## config.mk

```make
export PLATFORM = sky130hd
export DESIGN_NAME = trig_link_receiver
export DESIGN_NICKNAME = d
export VERILOG_FILES = /design/src/rtl/trig_link_pkg.sv /design/src/rtl/trig_evt_fifo.sv /design/src/rtl/trig_link_receiver.sv
export SDC_FILE = /design/constraint.sdc
export NUM_CORES = 1
export LEC_CHECK = 0
export BUFFER_PORTS_ARGS = -buffer_cell sky130_fd_sc_hd__buf_2
export CORE_ASPECT_RATIO = 0.9
export CORE_MARGIN = 5
export CORE_UTILIZATION = 55
export CTS_CLUSTER_SIZE = 24
export DETAILED_ROUTE_END_ITERATION = 6
export GPL_ROUTABILITY_DRIVEN = 1
export GPL_TIMING_DRIVEN = 0
export MAX_ROUTING_LAYER = met4
export PLACE_DENSITY_LB_ADDON = 0.05
export SYNTH_ARGS = -nofsm -noshare
export SYNTH_HDL_FRONTEND = slang
export SYNTH_SLANG_ARGS = --single-unit
```

## constraint.sdc

```tcl
create_clock -name clk -period 9.9 [get_ports clk]
set_clock_uncertainty 0.05 [all_clocks]
set_input_delay 0.99 -clock clk [delete_from_list [all_inputs] [get_ports clk]]
set_output_delay 0.99 -clock clk [all_outputs]
set_load 0.005 [all_outputs]
```

## src/rtl/trig_link_pkg.sv

```systemverilog
// Shared types and default sizes for the trigger-link receiver and its event queue.
package trig_link_pkg;

    localparam int TRIG_TS_W       = 56;
    localparam int TRIG_WID_W      = 8;
    localparam int TRIG_FIFO_DEPTH = 16;

    typedef struct packed {
        logic [TRIG_TS_W-1:0]  ts;
        logic [TRIG_WID_W-1:0] width;
    } trig_evt_t;

    typedef enum logic [1:0] {
        IDLE    = 2'd0,
        HIGH    = 2'd1,
        HOLDOFF = 2'd2
    } rx_state_t;

endpackage

```

## src/rtl/trig_evt_fifo.sv

```systemverilog
// First-word fall-through event queue with occupancy output.
// A pop in the same cycle as a push frees room, so a push into a full queue succeeds when popped.
module trig_evt_fifo
    import trig_link_pkg::*;
#(
    parameter type T          = trig_evt_t,
    parameter int  DEPTH      = TRIG_FIFO_DEPTH,
    localparam int AW         = $clog2(DEPTH)
) (
    input  logic        clk,
    input  logic        nrst,
    input  logic        push,
    input  T            push_data,
    output logic        push_ok,
    input  logic        pop,
    output T            head,
    output logic        head_valid,
    output logic [AW:0] count
);

    T               mem [DEPTH];
    logic [AW-1:0]  wr_ptr;
    logic [AW-1:0]  rd_ptr;
    logic           empty;
    logic           full;
    logic           pop_ok;

    assign empty      = (count == '0);
    assign full       = (count == (AW+1)'(DEPTH));
    assign pop_ok     = pop && !empty;
    assign push_ok    = push && (!full || pop_ok);
    assign head_valid = !empty;

    // Empty queue presents an all-zero head rather than stale storage.
    always_comb begin
        head = mem[rd_ptr];
        if (empty) begin
            head = '0;
        end
    end

    always_ff @(posedge clk) begin
        if (push_ok) begin
            mem[wr_ptr] <= push_data;
        end
    end

    always_ff @(posedge clk or negedge nrst) begin
        if (!nrst) begin
            wr_ptr <= '0;
            rd_ptr <= '0;
            count  <= '0;
        end else begin
            if (push_ok) begin
                wr_ptr <= wr_ptr + 1'b1;
            end
            if (pop_ok) begin
                rd_ptr <= rd_ptr + 1'b1;
            end
            case ({push_ok, pop_ok})
                2'b10:   count <= count + 1'b1;
                2'b01:   count <= count - 1'b1;
                default: count <= count;
            endcase
        end
    end

endmodule

```

## src/rtl/trig_link_receiver.sv

```systemverilog
// Digitizer end of the trigger coax link: validates pulses, timestamps and queues them, drives busy.
// Define TRIG_STATS_EN to compile in the 32-bit saturating stat_* counters.
//
// state   | meaning
// IDLE    | waiting for a synchronized rising edge
// HIGH    | measuring pulse width until the falling edge
// HOLDOFF | post-pulse veto window, new edges ignored
module trig_link_receiver
    import trig_link_pkg::*;
#(
    parameter int  TS_W       = TRIG_TS_W,
    parameter int  FIFO_DEPTH = TRIG_FIFO_DEPTH,
    parameter int  WID_W      = TRIG_WID_W,
    localparam int CW         = $clog2(FIFO_DEPTH) + 1
) (
    input  logic             clk,
    input  logic             nrst,
    input  logic             trig_in,
    input  logic             busy_req,
    input  logic             reset_ts,
    input  logic [WID_W-1:0] min_width,
    input  logic [15:0]      holdoff,
    output logic             busy_out,
    output logic             evt_valid,
    input  logic             evt_ready,
    output logic [TS_W-1:0]  evt_ts,
    output logic [WID_W-1:0] evt_width,
    output logic [CW-1:0]    fifo_count
`ifdef TRIG_STATS_EN
    ,
    output logic [31:0]      stat_acc_cnt,
    output logic [31:0]      stat_short_cnt,
    output logic [31:0]      stat_drop_cnt,
    output logic [31:0]      stat_overlap_cnt
`endif
);

    typedef struct packed {
        logic [TS_W-1:0]  ts;
        logic [WID_W-1:0] width;
    } evt_t;

    logic             sync_1;
    logic             sync_2;
    logic             trig_lvl;
    logic             rise_det;
    logic             fall_det;
    logic [TS_W-1:0]  ts_cnt;

    rx_state_t        state;
    rx_state_t        state_nxt;
    logic [TS_W-1:0]  ts_lat;
    logic [TS_W-1:0]  ts_lat_nxt;
    logic [WID_W-1:0] width;
    logic [WID_W-1:0] width_nxt;
    logic [15:0]      hold_cnt;
    logic [15:0]      hold_cnt_nxt;
    logic [WID_W-1:0] min_eff;
    logic             push;
    logic             push_ok;
    logic             short_evt;
    logic             overlap_evt;
    logic             drop_evt;
    evt_t             push_data;
    evt_t             head;

    // Front end resets high so a pulse already present at reset release needs a fresh edge.
    always_ff @(posedge clk or negedge nrst) begin
        if (!nrst) begin
            sync_1   <= 1'b1;
            sync_2   <= 1'b1;
            trig_lvl <= 1'b1;
            rise_det <= 1'b0;
            fall_det <= 1'b0;
        end else begin
            sync_1   <= trig_in;
            sync_2   <= sync_1;
            trig_lvl <= sync_2;
            rise_det <= sync_2 & ~trig_lvl;
            fall_det <= ~sync_2 & trig_lvl;
        end
    end

    always_ff @(posedge clk or negedge nrst) begin
        if (!nrst) begin
            ts_cnt <= '0;
        end else if (reset_ts) begin
            ts_cnt <= '0;
        end else begin
            ts_cnt <= ts_cnt + 1'b1;
        end
    end

    assign min_eff = (min_width == '0) ? WID_W'(1) : min_width;

    always_ff @(posedge clk or negedge nrst) begin
        if (!nrst) begin
            state    <= IDLE;
            ts_lat   <= '0;
            width    <= '0;
            hold_cnt <= '0;
        end else begin
            state    <= state_nxt;
            ts_lat   <= ts_lat_nxt;
            width    <= width_nxt;
            hold_cnt <= hold_cnt_nxt;
        end
    end

    always_comb begin
        state_nxt    = state;
        ts_lat_nxt   = ts_lat;
        width_nxt    = width;
        hold_cnt_nxt = hold_cnt;
        push         = 1'b0;
        short_evt    = 1'b0;
        overlap_evt  = 1'b0;
        case (state)
            IDLE: begin
                if (rise_det) begin
                    ts_lat_nxt = ts_cnt;
                    width_nxt  = WID_W'(1);
                    state_nxt  = HIGH;
                end
            end
            HIGH: begin
                if (fall_det) begin
                    if (width >= min_eff) begin
                        push = 1'b1;
                        if (holdoff == '0) begin
                            state_nxt = IDLE;
                        end else begin
                            hold_cnt_nxt = holdoff;
                            state_nxt    = HOLDOFF;
                        end
                    end else begin
                        short_evt = 1'b1;
                        state_nxt = IDLE;
                    end
                end else if (trig_lvl && !(&width)) begin
                    width_nxt = width + 1'b1;
                end
            end
            HOLDOFF: begin
                if (rise_det) begin
                    overlap_evt = 1'b1;
                end
                // Terminal count at 1 gives exactly `holdoff` cycles in this state.
                hold_cnt_nxt = hold_cnt - 16'd1;
                if (hold_cnt <= 16'd1) begin
                    state_nxt = IDLE;
                end
            end
            default: begin
                state_nxt = IDLE;
            end
        endcase
    end

    assign push_data = '{ts: ts_lat, width: width};
    assign drop_evt  = push && !push_ok;

    trig_evt_fifo #(
        .T     (evt_t),
        .DEPTH (FIFO_DEPTH)
    ) u_evt_fifo (
        .clk        (clk),
        .nrst       (nrst),
        .push       (push),
        .push_data  (push_data),
        .push_ok    (push_ok),
        .pop        (evt_ready),
        .head       (head),
        .head_valid (evt_valid),
        .count      (fifo_count)
    );

    assign evt_ts    = head.ts;
    assign evt_width = head.width;

    // Busy resets high: the trigger board sees "not ready" until the receiver is running.
    always_ff @(posedge clk or negedge nrst) begin
        if (!nrst) begin
            busy_out <= 1'b1;
        end else begin
            busy_out <= (state != IDLE) || busy_req || rise_det ||
                        (fifo_count >= CW'(FIFO_DEPTH - 1));
        end
    end

`ifdef TRIG_STATS_EN
    logic [31:0] acc_cnt;
    logic [31:0] short_cnt;
    logic [31:0] drop_cnt;
    logic [31:0] overlap_cnt;

    always_ff @(posedge clk or negedge nrst) begin
        if (!nrst) begin
            acc_cnt     <= '0;
            short_cnt   <= '0;
            drop_cnt    <= '0;
            overlap_cnt <= '0;
        end else if (reset_ts) begin
            acc_cnt     <= '0;
            short_cnt   <= '0;
            drop_cnt    <= '0;
            overlap_cnt <= '0;
        end else begin
            if (push_ok && !(&acc_cnt)) begin
                acc_cnt <= acc_cnt + 32'd1;
            end
            if (short_evt && !(&short_cnt)) begin
                short_cnt <= short_cnt + 32'd1;
            end
            if (drop_evt && !(&drop_cnt)) begin
                drop_cnt <= drop_cnt + 32'd1;
            end
            if (overlap_evt && !(&overlap_cnt)) begin
                overlap_cnt <= overlap_cnt + 32'd1;
            end
        end
    end

    assign stat_acc_cnt     = acc_cnt;
    assign stat_short_cnt   = short_cnt;
    assign stat_drop_cnt    = drop_cnt;
    assign stat_overlap_cnt = overlap_cnt;
`else
    logic stats_unused;
    assign stats_unused = short_evt ^ overlap_evt ^ drop_evt;
`endif

endmodule
```

=== Yosys cells after proc, flatten, opt, wreduce, memory -nomap -nowiden ===
Memory sizes are Yosys's and may differ from the RTL's.
Index checks and enable logic that the tools add are counted.

* Register bits after elaboration: 157
* Memory bits (writable): 1,024
* Input bits: 30
* Output and inout port bits: 71
* Word-level logic and storage cells: 87
* Memories kept: 1

{| class="wikitable"
|+ Memory list
! name !! words !! width !! rd ports !! clocked after memory_dff !! write ports !! line !! text
|-
| u_evt_fifo.mem || 16 || 64 || 1 || 0 || 1 || trig_evt_fifo.sv:21 || <nowiki>T mem [DEPTH];</nowiki>
|}

* Add/subtract/negate cells: 7
* Magnitude comparators: 3
* Equal/unequal tests: 12
* Muxes and demuxes: 23
* Bitwise logic cells: 4
* Reduce and logical (&&, ||, !) cells: 23

{| class="wikitable"
|+ Operators by type and width
! cell !! number
|-
| $mux 64 || 1
|-
| $add 56x1->56 const B || 1
|-
| $mux 56 || 1
|-
| $mux 16 || 3
|-
| $mux 8 || 4
|-
| $pmux 16 s2 || 1
|-
| $le 16x1->1 const B || 1
|-
| $logic_not 16->1 || 1
|-
| $pmux 8 s2 || 1
|-
| $sub 16x1->16 const B || 1
|-
| $ne 2x2->1 const B || 7
|-
| $mux 2 || 5
|-
| $pmux 5 s2 || 1
|-
| $add 4x1->4 const B || 2
|-
| $add 8x1->8 const B || 1
|-
| $ge 8x8->1 || 1
|-
| $logic_not 8->1 || 1
|-
| $reduce_and 4->1 || 2
|-
| $reduce_and 8->1 || 1
|-
| $reduce_bool 2->1 || 4
|-
| $pmux 2 s3 || 1
|-
| $add 5x1->5 const B || 1
|-
| $eq 5x5->1 const B || 1
|-
| $ge 5x4->1 const B || 1
|-
| other kinds (13) || 28
|}

=== Depth between registers and ports, before layout ===
* Depth in word-level cells: 9
* Mapped depth: 14

=== Modules after synthesis ===
From an unflattened synthesis, not the netlist that was laid out.

* Cell total of the unflattened synthesis: 2,467
* Area total of the unflattened synthesis: 46,857.4 µm²

{| class="wikitable"
|+ By module, submodules not included
! module !! times used !! cells each !! area each (µm²) !! sequential area each (µm²)
|-
| trig_evt_fifo || 1 || 1,723 || 39,977.1 || 31,074.8
|-
| trig_link_receiver || 1 || 744 || 6,880.3 || 3,608.5
|}

=== Least setup slack after synthesis ===
Ideal clock, no wire load.

* Path type: input -> register
* Start: in min_width[4]
* End: mem u_evt_fifo.mem[3][0] (netlist name), enable pin
* Setup time: 0.565 ns
* Arrival: 6.802 ns
* Required time: 9.285 ns
* Path slack: 2.484 ns
* Stages: 10
* Cells stage by stage: nor4_1 a41o_1 ha_1 a31oi_1 nor2b_1 o2111ai_1 a21oi_1 clkbuf_1 nand2_1 nor3_1

* Cells in the longest elaborated chain, start to end: 9

{| class="wikitable"
|+ RTL lines
! item !! line !! text
|-
| from (decl) || trig_link_receiver.sv:21 || <nowiki>input logic [WID_W-1:0] min_width,</nowiki>
|-
| $logic_not 8->1 || trig_link_receiver.sv:94 || <nowiki>assign min_eff = (min_width == '0) ? WID_W'(1) : min_width;</nowiki>
|-
| $mux 8 * || trig_link_receiver.sv:94 ||
|-
| $ge 8x8->1 * || trig_link_receiver.sv:128 || <nowiki>if (width >= min_eff) begin</nowiki>
|-
| $mux 1 * || trig_link_receiver.sv:128 ||
|-
| $mux 1 * || trig_link_receiver.sv:127 || <nowiki>if (fall_det) begin</nowiki>
|-
| $mux 1 * || trig_link_receiver.sv:118 || <nowiki>case (state)</nowiki>
|-
| $logic_and 1x1->1 * || trig_evt_fifo.sv:31 || <nowiki>assign push_ok = push && (!full || pop_ok);</nowiki>
|-
| $mux 1 * || trig_evt_fifo.sv:43 || <nowiki>if (push_ok) begin</nowiki>
|-
| $mux 1 (not written as such) * || trig_evt_fifo.sv:44 || <nowiki>mem[wr_ptr] <= push_data;</nowiki>
|-
| to (decl) || trig_evt_fifo.sv:21 ||
|}

Every way passes the cells marked *; elsewhere a longest branch is shown, timed or not.

=== Worst setup path after layout ===
* Start: reg u_evt_fifo.rd_ptr[1]
* End: out evt_ts[1]

* Cells in the longest elaborated chain, start to end: 2

{| class="wikitable"
|+ RTL lines
! item !! line !! text
|-
| from (decl) || trig_evt_fifo.sv:23 || <nowiki>logic [AW-1:0] rd_ptr;</nowiki>
|-
| from (signal assigned) || trig_evt_fifo.sv:58 || <nowiki>rd_ptr <= rd_ptr + 1'b1;</nowiki>
|-
| $mem_v2 16x64 || n/a ||
|-
| $mux 64 || trig_evt_fifo.sv:37 || <nowiki>if (empty) begin</nowiki>
|-
| to (decl) || trig_link_receiver.sv:26 || <nowiki>output logic [TS_W-1:0] evt_ts,</nowiki>
|}

Every way passes these cells.

==> flow_results.org <==
** Global routing
- All-layer global routing usage :: between 20% and 30%
- Number of global-route vias before repair :: approximately 24,000
- Entering global routing, the biggest net connects 117 pins.
- Global-route wire length before repair :: ~160,000 µm
- The total overflow left after global routing is 0.
- The number of antenna violations at the first check in global routing is 4.

** Synthesis
- Synth area leaders :: sky130_fd_sc_hd__edfxtp_1 (66%), sky130_fd_sc_hd__mux4_2 (16%), sky130_fd_sc_hd__dfrtp_1 (8.3%), sky130_fd_sc_hd__nand2_1 (1.6%), sky130_fd_sc_hd__and2_1 (0.95%)
- Post-synth top flop :: sky130_fd_sc_hd__edfxtp_1
- In the synthesized netlist the async set-or-reset flop fraction comes to 13.3%.
- Synthesis produced a netlist whose cell count is around 2,300.
- In this run, synthesis produced a sequential element count of about 1,200.
- After synthesis, the largest area contributor takes up 66.5% of total cell area.
- The number of different library cells used by synthesis comes to 66.
- Counting instances in the post-synthesis netlist gives the leading cell types as sky130_fd_sc_hd__edfxtp_1 (1,024), sky130_fd_sc_hd__mux4_2 (320), sky130_fd_sc_hd__nand2_1 (195), sky130_fd_sc_hd__dfrtp_1 (153), sky130_fd_sc_hd__nor2_1 (81).
- The largest total area in the synthesized netlist belongs to sky130_fd_sc_hd__edfxtp_1.
- Yosys mapped a number of flops with a built-in enable equal to between 1,000 and 1,500.
- Yosys instantiated no cell more often than sky130_fd_sc_hd__edfxtp_1.
- Synthesized net count :: roughly 2,300
- After synthesis the cells add up to roughly 0.046 mm².
- For this run, the number of Yosys warnings is 0.
- Sequential cells were found to cover 75.0% of the synthesized design area.
- Mapped Avg Cell Area :: ~20 µm²

** Setup path
- The critical path in this run is classified as flip-flop to output port.
- Of all nets on the critical path, the largest fanout is 10.
- In this design, the largest share of critical-path delay is due to buffers and inverters.
- Cell mode on critical path :: sky130_fd_sc_hd__clkbuf_1
- Together, buffers and inverters on the worst path number 4.
- The worst setup path is captured at an output port.
- On the critical path, the stage with the largest delay is an instance of sky130_fd_sc_hd__clkbuf_1.
- Cells along the critical path :: clkbuf_1 -> clkbuf_1 -> clkbuf_1 -> mux4_2 -> mux4_2 -> and2_1 -> buf_2
- STA puts the critical path data arrival time at ~4.3 ns.
- Required time of the critical path :: 8.86 ns
- The worst setup path is launched from a flip-flop.
- Maximum single-stage delay on the critical path :: 0.84 ns

** Placement
- The HPWL after detailed placement is approximately 61,000 µm.
- In this run the tool buffered the top-level ports with 98 buffer cells.
- Routability-driven placement finished with a final weighted congestion of just under 0.8.

** Routing
- Final antenna-violating net count :: 0
- After detailed routing, the average wire length per cell comes to 27.7 µm.
- Post-route DRC violation count :: 0
- Detailed routing inserted a total of roughly 23,000 vias.
- Via-to-Cell Ratio :: between 6 and 7
- Drt first-iter violations :: around 2,400
- Wires add up to ~100,000 µm.
- TritonRoute pass-1 iters :: 5

** STA
- Setup repair after global routing left no endpoint under its margin.
- Final cycle utilization of the critical path :: between 50% and 60%
- The total count of max-transition violations in the final report came to 0.
- Summed over all failing endpoints, the final setup total negative slack is 0 ns.
- Clock period minus worst slack :: ~5.3 ns
- Number of setup violations in the final report :: 0
- For the pin with the worst max-slew slack, the measured transition is approximately 1.3 ns.
- For this run, the top clock speed supported by timing is between 0.15 and 0.2 GHz.
- Max_slew headroom :: between 10% and 20%
- Hold violation total from the final report :: 0

** Job
- Max-Cap Viols :: 0

** Clock tree
- Clock buffers created by TritonCTS :: 119
- Clock-pin slew was measured on the worst setup and hold paths at ~0.060 ns.
- Cells resized by post-CTS repair :: 0
- Counting along the longest clock path gives a buffer depth of 3.
- Level count of the clock H-tree :: 3
- TritonCTS built the clock tree.
- In this run, post-CTS hold repair placed 0 buffers.
- In this run the clock root is driven by a sky130_fd_sc_hd__clkbuf_16.
- After clock tree synthesis, the setup repair step added 0 buffers.
- Worst-skew pair later-pin latency :: between 0.6 and 0.7 ns
- Clock sink count :: around 1,200

** Power and ir drop
- Per report_power, the combinational group accounts for less than 1% of the total.
- The worst-case IR drop observed on VDD is 178 µV.
- Net switching is 18.8% of the power.
- Dividing total power by cell area gives a power density of roughly 190 mW/mm².
- Clock share of power :: between 40% and 50%
- The analysis attributes to cell leakage a power of about 20 nW.
- Proportion of power drawn by flip-flops and latches :: 54.6%
- Psw :: approximately 0.0018 W
- Int Pwr :: 0.00794 W

** Floorplan
- The floorplan step defined a die boundary enclosing between 0.09 and 0.1 mm².
- Io pins :: between 100 and 150
- In this run the vertical extent of the chip is 285 µm.
- Placement row count :: 101
- In this run the standard cell core region covers 0.0839 mm².
- In this run the horizontal extent of the chip is around 320 µm.
- Initial standard-cell utilization of the core :: a little under three fifths

** Cells and area
- The post-route netlist has about a quarter of its cells at a drive strength greater than 1.
- Summing all flip-flop and latch instances after layout gives around 0.035 mm².
- After filler insertion, the fill cell instance count of the layout stands at roughly 6,000.
- The final layout contains roughly 2,600 nets.
- Area Growth Syn to Fin :: 13.9%
- Core Util, Final :: between 60% and 70%
- The multi-input combinational cells in the finished layout cover a total of approximately 0.011 mm².

** Run status
- The run finished with clean final reports.

** Hold path
- Worst min path class :: input port to async pin
routing by layer:
layer | routed length (µm) | GRT usage [%] | up-vias
li1 | - | - | 9741
met1 | 44700 | 35.1 | 12300
met2 | 52900 | 39.1 | 716
met3 | 5780 | 3.33 | 116
met4 | 1440 | 4.19 | 0
met5 | 0 | - | -
registers in the layout, summed over array words and instances, names as in the netlist, 2 cells and up:
signal,count
u_evt_fifo.mem,1024
u_evt_fifo.count,5
ts_cnt,56
state,2
u_evt_fifo.rd_ptr,4
hold_cnt,16
width,8
ts_lat,56
u_evt_fifo.wr_ptr,4
final timing paths:
| kind | start | endpoint | slack (ns) | depth (start not counted) |
|---|---|---|---|---|
| setup / recovery | u_evt_fifo.rd_ptr[1] | evt_ts[1] | 4.57 | 7 |
| hold / removal | nrst | u_evt_fifo.count[0] | 0.16 | 1 |
| setup reg to reg | width[7] | u_evt_fifo.mem[3][35] | 5.47 | 12 |
| hold reg to reg | sync_1 | sync_2 | 0.30 | 0 |
| max in group asynchronous | nrst | ts_cnt[13] | 8.74 | 2 |
| min in group clk | sync_1 | sync_2 | 0.30 | 0 |
logic make-up (layout without fill, tap and decap cells):
| family | Yosys count | after routing | share of synthesized area, % |
|---|---|---|---|
| adder cells (fa/ha/maj) | 21 | 21 | 0.584 |
| buffers and inverters | 130 | 476 | 1.23 |
| XOR/XNOR | 65 | 65 | 1.23 |
| other | 0 | 4 | 0 |
| multiplexers | 325 | 325 | 15.7 |
| flip-flops | 1181 | 1181 | 75.0 |
| AO/OA/AOI/OAI | 73 | 73 | 1.03 |
| AND/OR/NAND/NOR | 500 | 500 | 5.28 |
metrics by stage:
step | power [W] | area, µm² | cells | hold WS (ns) | setup WS (ns)
2_1_floorplan | 0.00545 | 46300 | 2295 | 0.295 | 2.48
3_5_place_dp | 0.00548 | 48800 | 3550 | 0.297 | 5.03
6_report | 0.00979 | 52700 | 3778 | 0.160 | 4.57
3_3_place_gp | 0.00548 | 48200 | 3526 | 0.298 | -3.23
4_1_cts | 0.00986 | 52700 | 3774 | 0.135 | 4.48
5_1_grt | 0.0101 | 52700 | 3776 | 0.153 | 4.44
power by group through the flow:
stage | registers, W | logic [W] | clock network, W
5_1_grt | 0.00534 | 0.0000381 | 0.00470
2_1_floorplan | 0.00544 | 0.00000859 | 0
4_1_cts | 0.00534 | 0.0000343 | 0.00448
3_5_place_dp | 0.00545 | 0.0000342 | 0
6_report | 0.00534 | 0.0000330 | 0.00441
3_3_place_gp | 0.00545 | 0.0000315 | 0
cells in the final DEF, fill, tap and decap left out, types with 7 or more instances in the layout:
cell type and count:
sky130_fd_sc_hd__xor2_1 29, sky130_fd_sc_hd__nor2b_1 7, sky130_fd_sc_hd__edfxtp_1 1024, sky130_fd_sc_hd__xnor2_1 36
sky130_fd_sc_hd__nand2_1 195, sky130_fd_sc_hd__and2_1 70, sky130_fd_sc_hd__nor4_1 11, sky130_fd_sc_hd__a21oi_1 15
sky130_fd_sc_hd__buf_2 117, sky130_fd_sc_hd__mux4_2 320, sky130_fd_sc_hd__buf_16 16, sky130_fd_sc_hd__buf_6 7
sky130_fd_sc_hd__ha_1 20, sky130_fd_sc_hd__dfrtp_1 153, sky130_fd_sc_hd__clkbuf_1 97, sky130_fd_sc_hd__clkbuf_8 10
sky130_fd_sc_hd__buf_1 13, sky130_fd_sc_hd__clkinv_2 14, sky130_fd_sc_hd__o211ai_1 10, sky130_fd_sc_hd__inv_1 22
sky130_fd_sc_hd__nand4_1 15, sky130_fd_sc_hd__nor3_1 25, sky130_fd_sc_hd__clkbuf_16 129, sky130_fd_sc_hd__buf_4 13
sky130_fd_sc_hd__o21ai_0 22, sky130_fd_sc_hd__clkinv_1 22, sky130_fd_sc_hd__nor2_1 81, sky130_fd_sc_hd__and3_4 15
sky130_fd_sc_hd__nand3_1 37
cell type report:
class	count	share of cell area (%)
Sequential cell	1181	65.8
Multi-Input combinational cell	984	21.1
Clock buffer	174	6.64
Tap cell	1133	2.69
Timing Repair Buffer	122	1.95
Buffer	108	0.923
Clock inverter	50	0.764
Inverter	22	0.157
Antenna cell	4	0.0190
No activity file was read; power rests on OpenSTA's default activity.
